$ cat config.mk
export PLATFORM = sky130hd
export DESIGN_NAME = svga_timing_pattern_flat
export DESIGN_NICKNAME = d
export VERILOG_FILES = /design/src/rtl/svga_timing_pattern_if.sv /design/src/rtl/svga_timing_pattern.sv /design/src/flat_wrapper.sv
export SDC_FILE = /design/constraint.sdc
export NUM_CORES = 1
export LEC_CHECK = 0
export CAP_MARGIN = 15
export CORE_ASPECT_RATIO = 1.4
export CORE_MARGIN = 2
export CORE_UTILIZATION = 59
export CTS_BUF_LIST = sky130_fd_sc_hd__clkbuf_8
export CTS_CLUSTER_DIAMETER = 200
export DETAILED_ROUTE_END_ITERATION = 7
export GPL_ROUTABILITY_DRIVEN = 0
export PLACE_DENSITY = 0.88
export SYNTH_ARGS = -nofsm -noshare
export SYNTH_HDL_FRONTEND = slang
export SYNTH_SLANG_ARGS = --single-unit
$ cat constraint.sdc
create_clock -name clk -period 2 [get_ports clk]
set_input_delay 0.4 -clock clk [delete_from_list [all_inputs] [get_ports clk]]
set_output_delay 0.4 -clock clk [all_outputs]
set_load 0.05 [all_outputs]
$ cat src/rtl/svga_timing_pattern_if.sv
// Video source bundle for svga_timing_pattern: pixel-enable and pattern select
// flow into the generator; colour, syncs, data-enable and frame marker flow out.
interface svga_timing_pattern_if #(
    parameter int COLOR_W = 4
);
    logic               pix_ce;
    logic [1:0]         mode;
    logic [COLOR_W-1:0] red;
    logic [COLOR_W-1:0] green;
    logic [COLOR_W-1:0] blue;
    logic               hsync;
    logic               vsync;
    logic               de;
    logic               frame_start;

    // Generator side
    modport master (
        input  pix_ce, mode,
        output red, green, blue, hsync, vsync, de, frame_start
    );

    // Display / consumer side
    modport slave (
        output pix_ce, mode,
        input  red, green, blue, hsync, vsync, de, frame_start
    );
endinterface

$ cat src/rtl/svga_timing_pattern.sv
// Raster timing generator and test-pattern source. Runs on one system clock;
// the raster advances one pixel on each clk with pix_ce=1. Every output is
// registered one pixel step after the x/y state it describes, so all outputs
// stay mutually aligned.
// Optional feature macro: SVGA_EXT_PATTERN_EN adds crosshatch, grey ramp and
// solid white (mode 1..3). Without it mode is ignored and bars are always shown.
module svga_timing_pattern #(
    parameter int H_ACTIVE   = 800,
    parameter int H_FP       = 40,
    parameter int H_SYNC     = 128,
    parameter int H_BP       = 88,
    parameter int V_ACTIVE   = 600,
    parameter int V_FP       = 1,
    parameter int V_SYNC     = 4,
    parameter int V_BP       = 23,
    parameter bit HS_POL     = 1'b1,
    parameter bit VS_POL     = 1'b1,
    parameter int COLOR_W    = 4,
    parameter int RAMP_SHIFT = 6
) (
    input  logic                 clk,
    input  logic                 rst_n,
    svga_timing_pattern_if.master vid
);

    localparam int H_TOTAL = H_ACTIVE + H_FP + H_SYNC + H_BP;
    localparam int V_TOTAL = V_ACTIVE + V_FP + V_SYNC + V_BP;
    localparam int XW      = $clog2(H_TOTAL);
    localparam int YW      = $clog2(V_TOTAL);
    localparam int BAR_W   = H_ACTIVE / 8;
    localparam int BCW     = (BAR_W > 1) ? $clog2(BAR_W) : 1;

    localparam logic [BCW-1:0]     BAR_LAST = BCW'(BAR_W - 1);
    localparam logic [COLOR_W-1:0] FULL     = '1;
    localparam logic [COLOR_W-1:0] L75      = COLOR_W'((((1 << COLOR_W) - 1) * 3) >> 2);

    logic [XW-1:0]  x;
    logic [YW-1:0]  y;
    logic [BCW-1:0] bar_cnt;
    logic [2:0]     bar_idx;

    logic x_last, y_last, at_origin, vis, hs_on, vs_on;
    logic [2:0]         bar_bits;
    logic [COLOR_W-1:0] pr, pg, pb;

    logic [COLOR_W-1:0] red_q, green_q, blue_q;
    logic               hsync_q, vsync_q, de_q, fs_q;

    // Raster position decode; sync windows compared in int so a porch of 0 cannot overflow XW/YW
    always_comb begin
        x_last    = (x == XW'(H_TOTAL - 1));
        y_last    = (y == YW'(V_TOTAL - 1));
        at_origin = (x == '0) && (y == '0);
        vis       = (int'(x) < H_ACTIVE) && (int'(y) < V_ACTIVE);
        hs_on     = (int'(x) >= H_ACTIVE + H_FP) && (int'(x) < H_ACTIVE + H_FP + H_SYNC);
        vs_on     = (int'(y) >= V_ACTIVE + V_FP) && (int'(y) < V_ACTIVE + V_FP + V_SYNC);
    end

    // x/y raster counters plus bar counter that replaces an x / BAR_W divider
    always_ff @(posedge clk or negedge rst_n) begin
        if (!rst_n) begin
            x       <= '0;
            y       <= '0;
            bar_cnt <= '0;
            bar_idx <= 3'd0;
        end else if (vid.pix_ce) begin
            if (x_last) begin
                x       <= '0;
                y       <= y_last ? '0 : y + YW'(1);
                bar_cnt <= '0;
                bar_idx <= 3'd0;
            end else begin
                x <= x + XW'(1);
                if (bar_cnt == BAR_LAST) begin
                    bar_cnt <= '0;
                    // bar 7 absorbs the remainder when H_ACTIVE is not a multiple of 8
                    if (bar_idx != 3'd7) bar_idx <= bar_idx + 3'd1;
                end else begin
                    bar_cnt <= bar_cnt + BCW'(1);
                end
            end
        end
    end

`ifdef SVGA_EXT_PATTERN_EN
    logic [1:0]         mode_q;
    logic [1:0]         pat_mode;
    logic               hatch;
    logic [COLOR_W-1:0] ramp;

    // Mode is captured only on the step at pixel (0,0) so a frame never changes pattern mid-way
    always_ff @(posedge clk or negedge rst_n) begin
        if (!rst_n)                      mode_q <= 2'd0;
        else if (vid.pix_ce && at_origin) mode_q <= vid.mode;
    end

    // Pixel (0,0) already uses the value being latched on that step
    assign pat_mode = at_origin ? vid.mode : mode_q;
    assign hatch    = ((x & XW'(15)) == '0) || ((y & YW'(15)) == '0) ||
                      (x == XW'(H_ACTIVE - 1)) || (y == YW'(V_ACTIVE - 1));
    assign ramp     = COLOR_W'(x >> RAMP_SHIFT);
`else
    logic unused_mode;
    localparam int unused_ramp_shift = RAMP_SHIFT;
    assign unused_mode = ^vid.mode;
`endif

    // Colour of the current raster position; black outside the visible area
    always_comb begin
        case (bar_idx)
            3'd0:    bar_bits = 3'b111;  // white
            3'd1:    bar_bits = 3'b110;  // yellow
            3'd2:    bar_bits = 3'b011;  // cyan
            3'd3:    bar_bits = 3'b010;  // green
            3'd4:    bar_bits = 3'b101;  // magenta
            3'd5:    bar_bits = 3'b100;  // red
            3'd6:    bar_bits = 3'b001;  // blue
            default: bar_bits = 3'b000;  // black
        endcase
        pr = '0;
        pg = '0;
        pb = '0;
        if (vis) begin
`ifdef SVGA_EXT_PATTERN_EN
            case (pat_mode)
                2'd1: begin
                    if (hatch) begin
                        pr = FULL;
                        pg = FULL;
                        pb = FULL;
                    end
                end
                2'd2: begin
                    pr = ramp;
                    pg = ramp;
                    pb = ramp;
                end
                2'd3: begin
                    pr = FULL;
                    pg = FULL;
                    pb = FULL;
                end
                default: begin
                    pr = bar_bits[2] ? L75 : '0;
                    pg = bar_bits[1] ? L75 : '0;
                    pb = bar_bits[0] ? L75 : '0;
                end
            endcase
`else
            pr = bar_bits[2] ? L75 : '0;
            pg = bar_bits[1] ? L75 : '0;
            pb = bar_bits[0] ? L75 : '0;
`endif
        end
    end

    // Output register: one step behind the counters; frame_start is a single-clk pulse
    always_ff @(posedge clk or negedge rst_n) begin
        if (!rst_n) begin
            red_q   <= '0;
            green_q <= '0;
            blue_q  <= '0;
            hsync_q <= ~HS_POL;
            vsync_q <= ~VS_POL;
            de_q    <= 1'b0;
            fs_q    <= 1'b0;
        end else if (vid.pix_ce) begin
            red_q   <= pr;
            green_q <= pg;
            blue_q  <= pb;
            hsync_q <= hs_on ? HS_POL : ~HS_POL;
            vsync_q <= vs_on ? VS_POL : ~VS_POL;
            de_q    <= vis;
            fs_q    <= at_origin;
        end else begin
            fs_q    <= 1'b0;
        end
    end

    assign vid.red         = red_q;
    assign vid.green       = green_q;
    assign vid.blue        = blue_q;
    assign vid.hsync       = hsync_q;
    assign vid.vsync       = vsync_q;
    assign vid.de          = de_q;
    assign vid.frame_start = fs_q;

endmodule

$ cat src/flat_wrapper.sv
// flat-port wrapper written by rule: the top's interface ports become plain ports
module svga_timing_pattern_flat 
#(
    parameter int H_ACTIVE   = 800,
    parameter int H_FP       = 40,
    parameter int H_SYNC     = 128,
    parameter int H_BP       = 88,
    parameter int V_ACTIVE   = 600,
    parameter int V_FP       = 1,
    parameter int V_SYNC     = 4,
    parameter int V_BP       = 23,
    parameter bit HS_POL     = 1'b1,
    parameter bit VS_POL     = 1'b1,
    parameter int COLOR_W    = 4,
    parameter int RAMP_SHIFT = 6
)
  (clk, rst_n, vid_pix_ce, vid_mode, vid_red, vid_green, vid_blue, vid_hsync, vid_vsync, vid_de, vid_frame_start);
  svga_timing_pattern_if #(.COLOR_W(COLOR_W)) vid_i ();
  input  logic clk;
  input  logic rst_n;
  input wire logic [$bits(vid_i.pix_ce)-1:0] vid_pix_ce;
  input wire logic [$bits(vid_i.mode)-1:0] vid_mode;
  output wire logic [$bits(vid_i.red)-1:0] vid_red;
  output wire logic [$bits(vid_i.green)-1:0] vid_green;
  output wire logic [$bits(vid_i.blue)-1:0] vid_blue;
  output wire logic [$bits(vid_i.hsync)-1:0] vid_hsync;
  output wire logic [$bits(vid_i.vsync)-1:0] vid_vsync;
  output wire logic [$bits(vid_i.de)-1:0] vid_de;
  output wire logic [$bits(vid_i.frame_start)-1:0] vid_frame_start;
  assign vid_i.pix_ce = vid_pix_ce;
  assign vid_i.mode = vid_mode;
  assign vid_red = vid_i.red;
  assign vid_green = vid_i.green;
  assign vid_blue = vid_i.blue;
  assign vid_hsync = vid_i.hsync;
  assign vid_vsync = vid_i.vsync;
  assign vid_de = vid_i.de;
  assign vid_frame_start = vid_i.frame_start;
  svga_timing_pattern #(.H_ACTIVE(H_ACTIVE), .H_FP(H_FP), .H_SYNC(H_SYNC), .H_BP(H_BP), .V_ACTIVE(V_ACTIVE), .V_FP(V_FP), .V_SYNC(V_SYNC), .V_BP(V_BP), .HS_POL(HS_POL), .VS_POL(VS_POL), .COLOR_W(COLOR_W), .RAMP_SHIFT(RAMP_SHIFT)) u_core (.clk(clk), .rst_n(rst_n), .vid(vid_i));
endmodule
==> metrics.txt, run 1 <==
# TYPE chip_impl_metric gauge
chip_impl_info{name="synth.cells.most_frequent",value="dfrtp_1, inv_1, nand3_1, o21ai_0, nand2_1"} 1
chip_impl_metric{name="design.core.area",unit="um2"} 3610
chip_impl_metric{name="final_period_utilization",unit=""} 0.958
chip_impl_metric{name="post_drt_wl_per_cell",unit="um"} 14.5
chip_impl_metric{name="synth_edf_count",unit=""} 0
chip_impl_metric{name="combinationalPowerShare",unit=""} 0.202
chip_impl_metric{name="number_of_different_library_cells_in_the_post_synthesis_netlist",unit=""} 46
chip_impl_metric{name="cellPowerDensity",unit="nW/um2"} 786
chip_impl_metric{name="post_synth_inst_count",unit=""} 231
chip_impl_metric{name="post-place-cells",unit=""} 276
chip_impl_info{name="dominant_combinational_cell_family_by_area_after_synthesis",value="simple AND/OR/NAND/NOR gates"} 1
chip_impl_metric{name="post_synth_mux_area_share",unit=""} 0.0137
chip_impl_metric{name="clock_insertion_delay_worst_skew",unit="ns"} 0.29
chip_impl_info{name="critical_path.top_delay_family",value="buffers and inverters"} 1
chip_impl_metric{name="start_util",unit=""} 0.605
chip_impl_metric{name="die-area",unit="um2"} 4210
chip_impl_metric{name="detailed_router_iteration_count_before_antenna_repair",unit=""} 4
chip_impl_metric{name="gr-total-overflow",unit=""} 0
chip_impl_metric{name="pnr_total_power",unit="mW"} 1.88
chip_impl_info{name="rsz_0062_raised_after_global_routing",value="false"} 1
chip_impl_info{name="tritoncts",value="built"} 1
chip_impl_info{name="yosys.cell_count.top_type",value="dfrtp_1"} 1
chip_impl_metric{name="ioPinCount",unit=""} 21
chip_impl_metric{name="cts_repair_resize_count",unit=""} 0
chip_impl_metric{name="worstPathRequired",unit="ns"} 1.60
chip_impl_info{name="status",value="complete, no violations"} 1
chip_impl_metric{name="n_fill_cell",unit=""} 278
chip_impl_metric{name="finalHoldWorstSlack",unit="ns"} 0.138
chip_impl_metric{name="timing.slew.headroom",unit=""} 0.661
chip_impl_metric{name="intPower",unit="mW"} 1.27
chip_impl_metric{name="wirelength",unit="um"} 4120
chip_impl_metric{name="detailed_place.area",unit="um2"} 2310
chip_impl_metric{name="yosys.area_share.xor_xnor",unit=""} 0.0601
chip_impl_metric{name="clock_buffers_created_by_tritoncts",unit=""} 5
chip_impl_metric{name="fin_crit",unit="ns"} 1.92
chip_impl_metric{name="areaGrowthSynthToFinish",unit="%"} 9.28
chip_impl_metric{name="max_freq",unit="MHz"} 522
chip_impl_metric{name="synthesis.area_per_instance",unit="um2"} 9.46
chip_impl_metric{name="yosys.area_share.simple",unit=""} 0.231
chip_impl_metric{name="path_buf_inv",unit=""} 1
chip_impl_metric{name="finish.utilization",unit=""} 0.661
chip_impl_info{name="setup.worst_path.class",value="reg2out"} 1
chip_impl_info{name="crit_path_top_delay_cell",value="clkdlybuf4s50_1"} 1
chip_impl_metric{name="die_h",unit="um"} 76
chip_impl_info{name="cts_root_buffer",value="clkbuf_8"} 1
chip_impl_metric{name="synth.cell_area",unit="um2"} 2180
chip_impl_info{name="netlist.top_cell.by_area",value="dfrtp_1"} 1
chip_impl_metric{name="power.ir.vdd_worst",unit="V"} 0.000676
chip_impl_metric{name="final_hold_viol_count",unit=""} 0
chip_impl_metric{name="grt_start_max_net_pins",unit=""} 39
chip_impl_metric{name="slew_viol_final",unit=""} 0
chip_impl_metric{name="grt_antenna_before_repair",unit=""} 0
chip_impl_metric{name="net-switching-power",unit="uW"} 603
chip_impl_metric{name="drc_errors",unit=""} 0
chip_impl_metric{name="fp.dieW",unit="um"} 55.4
chip_impl_metric{name="grt_first_pass_wirelength",unit="um"} 7210
chip_impl_metric{name="postcts_setup_bufs",unit=""} 0
chip_impl_metric{name="clock_network_power_share",unit=""} 0.256
chip_impl_metric{name="finalClockSkew",unit="ns"} 0.00528
chip_impl_metric{name="setup_slack",unit="ns"} 0.0849
chip_impl_metric{name="cts_num_sinks",unit=""} 38
chip_impl_metric{name="report.final.setup_viol",unit=""} 0
chip_impl_metric{name="tns",unit="ns"} 0
chip_impl_info{name="cp-start-kind",value="register"} 1
chip_impl_metric{name="detailedRoute.firstIterationViolations",unit=""} 30
chip_impl_metric{name="final_area",unit="um2"} 2390
chip_impl_metric{name="max-clock-path-buffers",unit=""} 2
chip_impl_metric{name="timing.reg2reg.setup_slack",unit="ns"} 0.23
chip_impl_metric{name="cts.hold.buffers_added",unit=""} 0
chip_impl_metric{name="cp.arrival",unit="ns"} 1.52
chip_impl_metric{name="worst_slew_pin_slew",unit="ns"} 0.507
chip_impl_metric{name="yosysTopAreaCellShare",unit=""} 0.435
chip_impl_metric{name="sequentialPowerShare",unit=""} 0.542
chip_impl_info{name="synth-main-ff-cell",value="dfrtp_1"} 1
chip_impl_metric{name="stdcell_count",unit=""} 283
chip_impl_metric{name="ys_async_sr_fraction",unit=""} 1.00
chip_impl_info{name="synth_top_cells_by_area",value="dfrtp_1, ha_1, nand3_1"} 1
chip_impl_metric{name="leakage_power_summed_over_all_cells",unit="nW"} 1.15
chip_impl_metric{name="detail-route-antenna-nets",unit=""} 0
chip_impl_metric{name="antenna_cells_inserted",unit=""} 0
chip_impl_metric{name="max-cap-violations",unit=""} 0
chip_impl_metric{name="layout-drive-gt1-share",unit=""} 0.0954
chip_impl_metric{name="dp_hpwl",unit="um"} 3070
chip_impl_metric{name="critPathMaxStageDelay",unit="ns"} 0.83
chip_impl_metric{name="grt_util_all_layers",unit=""} 0.218
chip_impl_metric{name="synth-adder-area-share",unit=""} 0.0687
chip_impl_info{name="hold_class",value="in2async"} 1
chip_impl_metric{name="portBuffers",unit=""} 15
chip_impl_metric{name="sequential_cell_area",unit="um2"} 951
chip_impl_metric{name="dpl_worst_slack",unit="ns"} 0.0418
chip_impl_metric{name="area_fraction_in_compound_gates_after_synthesis",unit=""} 0.0968
chip_impl_metric{name="htreeDepth",unit=""} 2
chip_impl_metric{name="power.switching_fraction",unit=""} 0.321
chip_impl_info{name="worst_setup_path_end_kind",value="output pin"} 1
chip_impl_metric{name="layout.nets",unit=""} 258
chip_impl_metric{name="dr_vias",unit=""} 1611
chip_impl_metric{name="clock_transition_at_the_register_clock_pins_on_the_worst_setup_and_hold_paths_after_cts",unit="ns"} 0.07
chip_impl_metric{name="yosys_warnings",unit=""} 0
chip_impl_metric{name="critical_path_peak_fanout",unit=""} 4
chip_impl_info{name="series_of_cell_instances_along_the_critical_path",value="clkdlybuf4s50_1"} 1
chip_impl_metric{name="seq_area_frac_synth",unit=""} 0.435
chip_impl_metric{name="via_per_inst",unit=""} 5.69
chip_impl_metric{name="multi_input_comb_area",unit="um2"} 1040
chip_impl_metric{name="ys_seq_elements",unit=""} 38
chip_impl_metric{name="number_of_global_route_vias_before_repair",unit=""} 1520
chip_impl_metric{name="rows",unit=""} 26
final timing paths:
kind,startpoint,endpoint,cells after the start
max in group asynchronous,rst_n,u_core.bar_idx[0],2
min in group clk,u_core.vid.vsync,u_core.vid.vsync,2
min reg2reg,u_core.vid.vsync,u_core.vid.vsync,2
min,rst_n,u_core.y[1],2
max reg2reg,u_core.y[0],u_core.y[5],5
max,u_core.vid.green[1],vid_green[3],1
state kept, by name, indices dropped and copies added (netlist names):
signal	flops
u_core.bar_idx	3
u_core.vid.vsync	1
u_core.y	10
u_core.bar_cnt	7
u_core.vid.frame_start	1
u_core.vid.red	1
u_core.vid.green	1
u_core.x	11
u_core.vid.blue	1
u_core.vid.hsync	1
u_core.vid.de	1
cell type report:
| class | instances | share of cell area |
|---|---|---|
| Tap cell | 42 | 0.0220 |
| Clock inverter | 2 | 0.00314 |
| Clock buffer | 5 | 0.0288 |
| Timing Repair Buffer | 22 | 0.0828 |
| Multi-Input combinational cell | 155 | 0.435 |
| Inverter | 19 | 0.0299 |
| Sequential cell | 38 | 0.398 |
cells in the final DEF, fill, tap and decap left out, types with 4 or more instances in the layout:
master	synthesis	routed
nor2b_1	4	4
or3_1	4	4
inv_1	19	21
clkdlybuf4s50_1	0	14
o21ai_0	15	15
o22ai_1	4	4
dfrtp_1	38	38
nand2_1	14	14
nand3_1	16	16
nor2_1	11	11
clkbuf_8	0	5
buf_4	9	7
a21oi_1	6	6
nand4_1	8	8
ha_1	12	12
or2_2	4	4
xnor2_1	9	9
xor2_1	6	6
power by group through the flow:
| stage | logic [mW] | registers (mW) | clock network [mW] |
|---|---|---|---|
| 4_1_cts | 0.382 | 1.02 | 0.488 |
| 2_1_floorplan | 0.324 | 0.990 | 0 |
| 6_report | 0.379 | 1.02 | 0.480 |
| 3_3_place_gp | 0.362 | 1.03 | 0 |
| 3_5_place_dp | 0.379 | 1.03 | 0 |
| 5_1_grt | 0.433 | 1.04 | 0.526 |
logic make-up (layout without fill, tap and decap cells):
group,Yosys count,after routing
muxes,3,3
DFF,38,38
other,1,3
xor gates and xnor gates,15,15
and+or+nand+nor,86,86
AOI/OAI and AO/OA,36,36
buffers and inverters,40,48
adders and majority gates,12,12
routing by layer:
| layer | up-vias | GRT usage | part of all wire |
|---|---|---|---|
| li1 | 802 | - | - |
| met5 | - | 0 | 0 |
| met3 | 5 | 0.0526 | 0.032 |
| met4 | 0 | 0.0780 | 0.015 |
| met1 | 781 | 0.255 | 0.41 |
| met2 | 23 | 0.382 | 0.55 |
Power figures use the tool's default switching activity.
==> run 2: changes to the inputs <==
--- a/config.mk
+++ b/config.mk
@@ -8,10 +8,11 @@
 export CAP_MARGIN = 15
 export CORE_ASPECT_RATIO = 1.4
 export CORE_MARGIN = 2
-export CORE_UTILIZATION = 59
+export CORE_UTILIZATION = 66
 export CTS_BUF_LIST = sky130_fd_sc_hd__clkbuf_8
 export CTS_CLUSTER_DIAMETER = 200
 export DETAILED_ROUTE_END_ITERATION = 7
+export DONT_BUFFER_PORTS = 1
 export GPL_ROUTABILITY_DRIVEN = 0
 export PLACE_DENSITY = 0.88
 export SYNTH_ARGS = -nofsm -noshare
==> run 2 against run 1 <==
Worst hold slack gained 0.060 ns. Clock power increased by 6.5%. Utilization is 5.6 points higher. Largest power group unchanged. Final area fell by 5.3%. Clock skew fell by 0.0013 ns. Sequential share of layout area grew 2.2 points. Fmax grew 6.6%. Via count down 1.9%. Sequential power hardly changed. Power is 0.28% lower. Register-to-register slack got worse by 0.03 ns. Combinational power decreased by 9.5%.
==> metrics.txt, run 2 (synthesis gave the netlist of run 1 again) <==
# TYPE chip_impl_metric gauge
chip_impl_metric{name="power.switching_fraction",unit=""} 0.310
chip_impl_info{name="largest_registers",value="u_core.x: 11 flops, u_core.y: 10 flops, u_core.bar_cnt: 7 flops"} 1
chip_impl_metric{name="clock_buffers_created_by_tritoncts",unit=""} 5
chip_impl_info{name="layout_commonest_cell",value="dfrtp_1"} 1
chip_impl_metric{name="fin_crit",unit="ns"} 1.80
chip_impl_info{name="final_cell_mix",value="dfrtp_1, inv_1, nand3_1, o21ai_0, nand2_1"} 1
chip_impl_info{name="rsz_0062_raised_after_global_routing",value="false"} 1
chip_impl_metric{name="tns",unit="ns"} 0
chip_impl_metric{name="layout-drive-gt1-share",unit=""} 0.0978
chip_impl_metric{name="leakage_power_summed_over_all_cells",unit="nW"} 1.10
chip_impl_metric{name="gr-total-overflow",unit=""} 0
chip_impl_metric{name="n_fill_cell",unit=""} 248
chip_impl_metric{name="die_h",unit="um"} 72.1
chip_impl_metric{name="grt_start_max_net_pins",unit=""} 39
chip_impl_metric{name="finalClockSkew",unit="ns"} 0.00397
chip_impl_metric{name="detailed_router_iteration_count_before_antenna_repair",unit=""} 4
chip_impl_info{name="setup.worst_path.class",value="reg2reg"} 1
chip_impl_metric{name="postcts_setup_bufs",unit=""} 0
chip_impl_metric{name="cellPowerDensity",unit="nW/um2"} 828
chip_impl_metric{name="final_hold_viol_count",unit=""} 0
chip_impl_metric{name="dr_vias",unit=""} 1580
chip_impl_metric{name="cp.arrival",unit="ns"} 1.95
chip_impl_metric{name="combinationalPowerShare",unit=""} 0.183
chip_impl_metric{name="htreeDepth",unit=""} 2
chip_impl_metric{name="max-cap-violations",unit=""} 0
chip_impl_metric{name="detail-route-antenna-nets",unit=""} 0
chip_impl_metric{name="max-clock-path-buffers",unit=""} 2
chip_impl_info{name="cts_root_buffer",value="clkbuf_8"} 1
chip_impl_metric{name="design.core.area",unit="um2"} 3150
chip_impl_metric{name="ioPinCount",unit=""} 21
chip_impl_metric{name="final_period_utilization",unit=""} 0.898
chip_impl_info{name="hold_class",value="in2reg"} 1
chip_impl_metric{name="post-place-cells",unit=""} 256
chip_impl_metric{name="intPower",unit="mW"} 1.29
chip_impl_metric{name="fp.dieW",unit="um"} 52.6
chip_impl_metric{name="grt_antenna_before_repair",unit=""} 0
chip_impl_metric{name="critical_path_peak_fanout",unit=""} 7
chip_impl_metric{name="sequentialPowerShare",unit=""} 0.544
chip_impl_metric{name="power.ir.vdd_worst",unit="V"} 0.000698
chip_impl_metric{name="cts_repair_resize_count",unit=""} 0
chip_impl_metric{name="via_per_inst",unit=""} 5.98
chip_impl_metric{name="grt_first_pass_wirelength",unit="um"} 6940
chip_impl_metric{name="largest_register_ff_count",unit=""} 11
chip_impl_metric{name="dp_hpwl",unit="um"} 2640
chip_impl_metric{name="portBuffers",unit=""} 0
chip_impl_metric{name="areaGrowthSynthToFinish",unit="%"} 3.44
chip_impl_metric{name="rows",unit=""} 24
chip_impl_metric{name="slew_viol_final",unit=""} 0
chip_impl_metric{name="layout.nets",unit=""} 243
chip_impl_metric{name="net-switching-power",unit="uW"} 581
chip_impl_info{name="status",value="complete, no violations"} 1
chip_impl_info{name="cp-start-kind",value="register"} 1
chip_impl_metric{name="clock_transition_at_the_register_clock_pins_on_the_worst_setup_and_hold_paths_after_cts",unit="ns"} 0.07
chip_impl_metric{name="grt_util_all_layers",unit=""} 0.249
chip_impl_metric{name="detailed_place.area",unit="um2"} 2150
chip_impl_metric{name="clock_network_power_share",unit=""} 0.273
chip_impl_metric{name="antenna_cells_inserted",unit=""} 0
chip_impl_metric{name="die-area",unit="um2"} 3790
chip_impl_info{name="tritoncts",value="built"} 1
chip_impl_metric{name="number_of_global_route_vias_before_repair",unit=""} 1585
chip_impl_metric{name="report.final.setup_viol",unit=""} 0
chip_impl_metric{name="detailedRoute.firstIterationViolations",unit=""} 70
chip_impl_metric{name="start_util",unit=""} 0.693
chip_impl_metric{name="post_drt_wl_per_cell",unit="um"} 14.6
chip_impl_info{name="worst_setup_path_end_kind",value="register"} 1
chip_impl_metric{name="clock_insertion_delay_worst_skew",unit="ns"} 0.28
chip_impl_metric{name="drc_errors",unit=""} 0
chip_impl_metric{name="worstPathRequired",unit="ns"} 2.16
chip_impl_metric{name="cts_num_sinks",unit=""} 38
chip_impl_info{name="top_register",value="u_core.x"} 1
chip_impl_metric{name="max_freq",unit="MHz"} 557
chip_impl_metric{name="stdcell_count",unit=""} 264
chip_impl_metric{name="wirelength",unit="um"} 3870
chip_impl_metric{name="final_area",unit="um2"} 2260
-- run 2: final timing paths --
path                        startpoint           endpoint  slack, ns  cells after the start
setup / recovery           u_core.y[0]        u_core.y[6]       0.20                      5
hold / removal              vid_pix_ce  u_core.bar_cnt[5]       0.20                      1
setup reg to reg           u_core.y[0]        u_core.y[6]       0.20                      5
hold reg to reg            u_core.x[2]        u_core.x[2]       0.53                      1
max in group asynchronous        rst_n        u_core.x[4]       1.25                      2
min in group asynchronous        rst_n        u_core.y[8]       0.57                      2
-- run 2: worst max-delay path: stages (launching register included) --
cell,delay [ns]
dfrtp_1,0.41
ha_1,0.25
nand3_2,0.10
or4_1,0.63
o21ai_0,0.16
a31oi_1,0.12
-- run 2: routing by layer --
| metal | global-route usage | vias up | part of all wire |
|---|---|---|---|
| met5 | 0 | - | 0 |
| met3 | 0.0617 | 8 | 0.031 |
| met2 | 0.424 | 29 | 0.53 |
| li1 | - | 764 | - |
| met1 | 0.290 | 779 | 0.42 |
| met4 | 0.111 | 0 | 0.023 |
-- run 2: final cells by class --
cell class,count,area [um2],area share
repair buffers,7,67.6,0.0299
flip-flops and latches,38,951,0.421
multi-input cells,155,1040,0.460
well taps,39,48.8,0.0216
clock buffers,6,82.6,0.0365
inverters,19,71.3,0.0316
-- run 2: power groups by stage --
stage	registers [mW]	clock network, mW	logic [mW]
2_1_floorplan	0.990	0	0.324
3_3_place_gp	1.03	0	0.312
3_5_place_dp	1.03	0	0.325
4_1_cts	1.02	0.525	0.348
5_1_grt	1.04	0.561	0.400
6_report	1.02	0.511	0.343
-- run 2: timing repair --
item,CTS,global route
endpoints found under the setup margin,0,0
hold buffers,2,0
hold endpoints to repair,38,0
-- run 2: metrics by stage --
| step | utilization | setup WS [ns] | power (mW) | hold slack, ns |
|---|---|---|---|---|
| floorplan | - | 0.400 | 1.31 | 0.104 |
| global placement | 0.681 | 0.296 | 1.34 | 0.105 |
| detailed placement | 0.681 | 0.260 | 1.35 | 0.106 |
| CTS | 0.717 | 0.226 | 1.89 | 0.181 |
| global route | 0.717 | 0.0802 | 2.00 | 0.177 |
| finish | 0.717 | 0.203 | 1.87 | 0.198 |
==> run 3: changes to the inputs <==
--- a/config.mk
+++ b/config.mk
@@ -6,15 +6,17 @@
 export NUM_CORES = 1
 export LEC_CHECK = 0
 export CAP_MARGIN = 15
+export CELL_PAD_IN_SITES_DETAIL_PLACEMENT = 1
+export CELL_PAD_IN_SITES_GLOBAL_PLACEMENT = 2
 export CORE_ASPECT_RATIO = 1.4
 export CORE_MARGIN = 2
-export CORE_UTILIZATION = 66
+export CORE_UTILIZATION = 41
 export CTS_BUF_LIST = sky130_fd_sc_hd__clkbuf_8
 export CTS_CLUSTER_DIAMETER = 200
 export DETAILED_ROUTE_END_ITERATION = 7
 export DONT_BUFFER_PORTS = 1
 export GPL_ROUTABILITY_DRIVEN = 0
-export PLACE_DENSITY = 0.88
+export PLACE_DENSITY = 0.87
 export SYNTH_ARGS = -nofsm -noshare
 export SYNTH_HDL_FRONTEND = slang
 export SYNTH_SLANG_ARGS = --single-unit
==> run 3 against run 2 <==
Global-route usage is 7.3 points lower. Worst hold slack worse by 0.012 ns. Critical path depth is 1 higher. Critical path type unchanged. Count of clock-buffer cells in the layout is 1 lower. Flip-flop and latch count stayed put.
==> metrics.txt, run 3 (synthesis gave the netlist of run 1 again) <==
# TYPE chip_impl_metric gauge
chip_impl_info{name="worst_setup_path_end_kind",value="register"} 1
chip_impl_metric{name="clock_transition_at_the_register_clock_pins_on_the_worst_setup_and_hold_paths_after_cts",unit="ns"} 0.08
chip_impl_info{name="cts_root_buffer",value="clkbuf_8"} 1
chip_impl_metric{name="clock_network_power_share",unit=""} 0.321
chip_impl_metric{name="via_per_inst",unit=""} 5.39
chip_impl_metric{name="ioPinCount",unit=""} 21
chip_impl_metric{name="largest_register_ff_count",unit=""} 11
chip_impl_metric{name="max-clock-path-buffers",unit=""} 2
chip_impl_metric{name="detailed_router_iteration_count_before_antenna_repair",unit=""} 4
chip_impl_info{name="final_cell_mix",value="dfrtp_1, inv_1, nand3_1, o21ai_0, nand2_1"} 1
chip_impl_metric{name="clock_buffers_created_by_tritoncts",unit=""} 5
chip_impl_metric{name="sequentialPowerShare",unit=""} 0.495
chip_impl_metric{name="n_fill_cell",unit=""} 610
chip_impl_info{name="series_of_cell_instances_along_the_critical_path",value="ha_1 -> and4_1 -> and3_1 -> buf_4 -> nand3_1 -> o21ai_0"} 1
chip_impl_info{name="status",value="complete, no violations"} 1
chip_impl_metric{name="stdcell_count",unit=""} 296
chip_impl_metric{name="die_h",unit="um"} 90.4
chip_impl_metric{name="combinationalPowerShare",unit=""} 0.184
chip_impl_metric{name="final_area",unit="um2"} 2340
chip_impl_metric{name="grt_antenna_before_repair",unit=""} 0
chip_impl_metric{name="dp_hpwl",unit="um"} 3250
chip_impl_metric{name="power.ir.vdd_worst",unit="V"} 0.000478
chip_impl_metric{name="setup_slack",unit="ns"} 0.219
chip_impl_metric{name="layout.nets",unit=""} 246
chip_impl_metric{name="layout-drive-gt1-share",unit=""} 0.117
chip_impl_metric{name="tns",unit="ns"} 0
chip_impl_metric{name="fin_crit",unit="ns"} 1.78
chip_impl_info{name="hold_class",value="in2reg"} 1
chip_impl_info{name="largest_registers",value="u_core.x: 11 flops, u_core.y: 10 flops, u_core.bar_cnt: 7 flops"} 1
chip_impl_metric{name="detailedRoute.firstIterationViolations",unit=""} 86
chip_impl_metric{name="pnr_total_power",unit="mW"} 2.04
chip_impl_metric{name="drc_errors",unit=""} 0
chip_impl_metric{name="leakage_power_summed_over_all_cells",unit="nW"} 1.12
chip_impl_metric{name="critical_path_peak_fanout",unit=""} 7
chip_impl_metric{name="grt_first_pass_wirelength",unit="um"} 8240
chip_impl_info{name="tritoncts",value="built"} 1
chip_impl_metric{name="intPower",unit="mW"} 1.41
chip_impl_metric{name="design.core.area",unit="um2"} 5160
chip_impl_info{name="top_register",value="u_core.x"} 1
chip_impl_metric{name="antenna_cells_inserted",unit=""} 0
chip_impl_metric{name="fp.dieW",unit="um"} 65.7
chip_impl_metric{name="power.switching_fraction",unit=""} 0.311
chip_impl_info{name="critical_path.top_delay_family",value="simple AND/OR/NAND/NOR gates"} 1
chip_impl_metric{name="post_drt_wl_per_cell",unit="um"} 15.2
chip_impl_metric{name="final_period_utilization",unit=""} 0.890
chip_impl_metric{name="dpl_worst_slack",unit="ns"} 0.229
chip_impl_metric{name="max_freq",unit="MHz"} 562
chip_impl_metric{name="sequential_cell_area",unit="um2"} 951
chip_impl_metric{name="slew_viol_final",unit=""} 0
chip_impl_metric{name="start_util",unit=""} 0.423
chip_impl_metric{name="worstPathRequired",unit="ns"} 2.21
chip_impl_metric{name="dr_vias",unit=""} 1595
chip_impl_metric{name="net-switching-power",unit="uW"} 636
chip_impl_metric{name="wirelength",unit="um"} 4510
chip_impl_metric{name="report.final.setup_viol",unit=""} 0
chip_impl_metric{name="grt_util_all_layers",unit=""} 0.176
chip_impl_metric{name="path_buf_inv",unit=""} 1
chip_impl_metric{name="gr-total-overflow",unit=""} 0
chip_impl_metric{name="finalHoldWorstSlack",unit="ns"} 0.187
chip_impl_info{name="rsz_0062_raised_after_global_routing",value="false"} 1
chip_impl_metric{name="postcts_setup_bufs",unit=""} 0
chip_impl_metric{name="cp.arrival",unit="ns"} 2.00
chip_impl_info{name="crit_path_top_delay_cell",value="and3_1"} 1
chip_impl_metric{name="portBuffers",unit=""} 0
chip_impl_metric{name="rows",unit=""} 31
chip_impl_metric{name="finalClockSkew",unit="ns"} 0.00927
chip_impl_metric{name="detail-route-antenna-nets",unit=""} 0
chip_impl_metric{name="htreeDepth",unit=""} 2
chip_impl_metric{name="critPathMaxStageDelay",unit="ns"} 0.40
chip_impl_metric{name="cts_num_sinks",unit=""} 38
chip_impl_metric{name="max-cap-violations",unit=""} 0
chip_impl_info{name="setup.worst_path.class",value="reg2reg"} 1
chip_impl_info{name="layout_commonest_cell",value="dfrtp_1"} 1
chip_impl_metric{name="areaGrowthSynthToFinish",unit="%"} 7.22
chip_impl_metric{name="post-place-cells",unit=""} 286
chip_impl_metric{name="final_hold_viol_count",unit=""} 0
chip_impl_metric{name="detailed_place.area",unit="um2"} 2200
chip_impl_metric{name="finish.utilization",unit=""} 0.454
chip_impl_metric{name="die-area",unit="um2"} 5940
chip_impl_metric{name="cts_repair_resize_count",unit=""} 0
chip_impl_info{name="cp-start-kind",value="register"} 1
chip_impl_metric{name="clock_insertion_delay_worst_skew",unit="ns"} 0.29
chip_impl_metric{name="cellPowerDensity",unit="nW/um2"} 871
chip_impl_metric{name="grt_start_max_net_pins",unit=""} 39
chip_impl_metric{name="multi_input_comb_area",unit="um2"} 1040
chip_impl_metric{name="number_of_global_route_vias_before_repair",unit=""} 1716
run 3: cell types whose count changed in the layout (fill, tap and decap cells not counted), sizes merged:
cell	delta
clkinv	+2
bufinv	+1
clkbuf	-1
buf	+3
run 3: final cells by class:
cell class	instances	share of cell area
multi-input combinational	155	0.443
tap	66	0.0353
clock buffer	5	0.0294
sequential	38	0.406
inverter	19	0.0304
timing repair buffer	10	0.0385
clock inverter	3	0.0171
run 3: worst register-to-register path, stage by stage (launching register included):
cell and delay (ns):
dfrtp_1 0.38, ha_1 0.20, and4_1 0.37, and3_1 0.40, buf_4 0.20, nand3_1 0.07
o21ai_0 0.08
run 3: path summary, 6_finish.rpt:
check | slack, ns | to | start | depth (start not counted)
worst max-delay path | 0.22 | u_core.y[1] | u_core.x[0] | 6
worst min-delay path | 0.19 | u_core.bar_cnt[5] | vid_pix_ce | 1
worst max register to register | 0.22 | u_core.y[1] | u_core.x[0] | 6
worst min register to register | 0.53 | u_core.y[8] | u_core.y[8] | 1
max in group asynchronous | 1.24 | u_core.x[10] | rst_n | 2
min in group asynchronous | 0.56 | u_core.bar_cnt[4] | rst_n | 2
run 3: power by group through the flow:
| stage | registers (mW) | logic (mW) | clock network [mW] |
|---|---|---|---|
| final | 1.01 | 0.376 | 0.655 |
| after detailed placement | 1.03 | 0.356 | 0 |
| after global placement | 1.02 | 0.347 | 0 |
| after floorplan | 0.990 | 0.324 | 0 |
| after CTS | 1.01 | 0.384 | 0.677 |
| after global routing | 1.03 | 0.432 | 0.704 |
run 3: per-layer routing:
layer | global-route usage | wire length (um) | part of all wire
met1 | 0.220 | 1870 | 0.41
met2 | 0.304 | 2460 | 0.55
met3 | 0.0362 | 138 | 0.031
met4 | 0.0417 | 43 | 0.0095
met5 | 0 | 0 | 0
run 3: what timing repair did:
action | in CTS | in global routing
endpoints found under the setup margin | 0 | 0
hold buffers | 2 | 0
endpoints found under the hold margin | 38 | 0
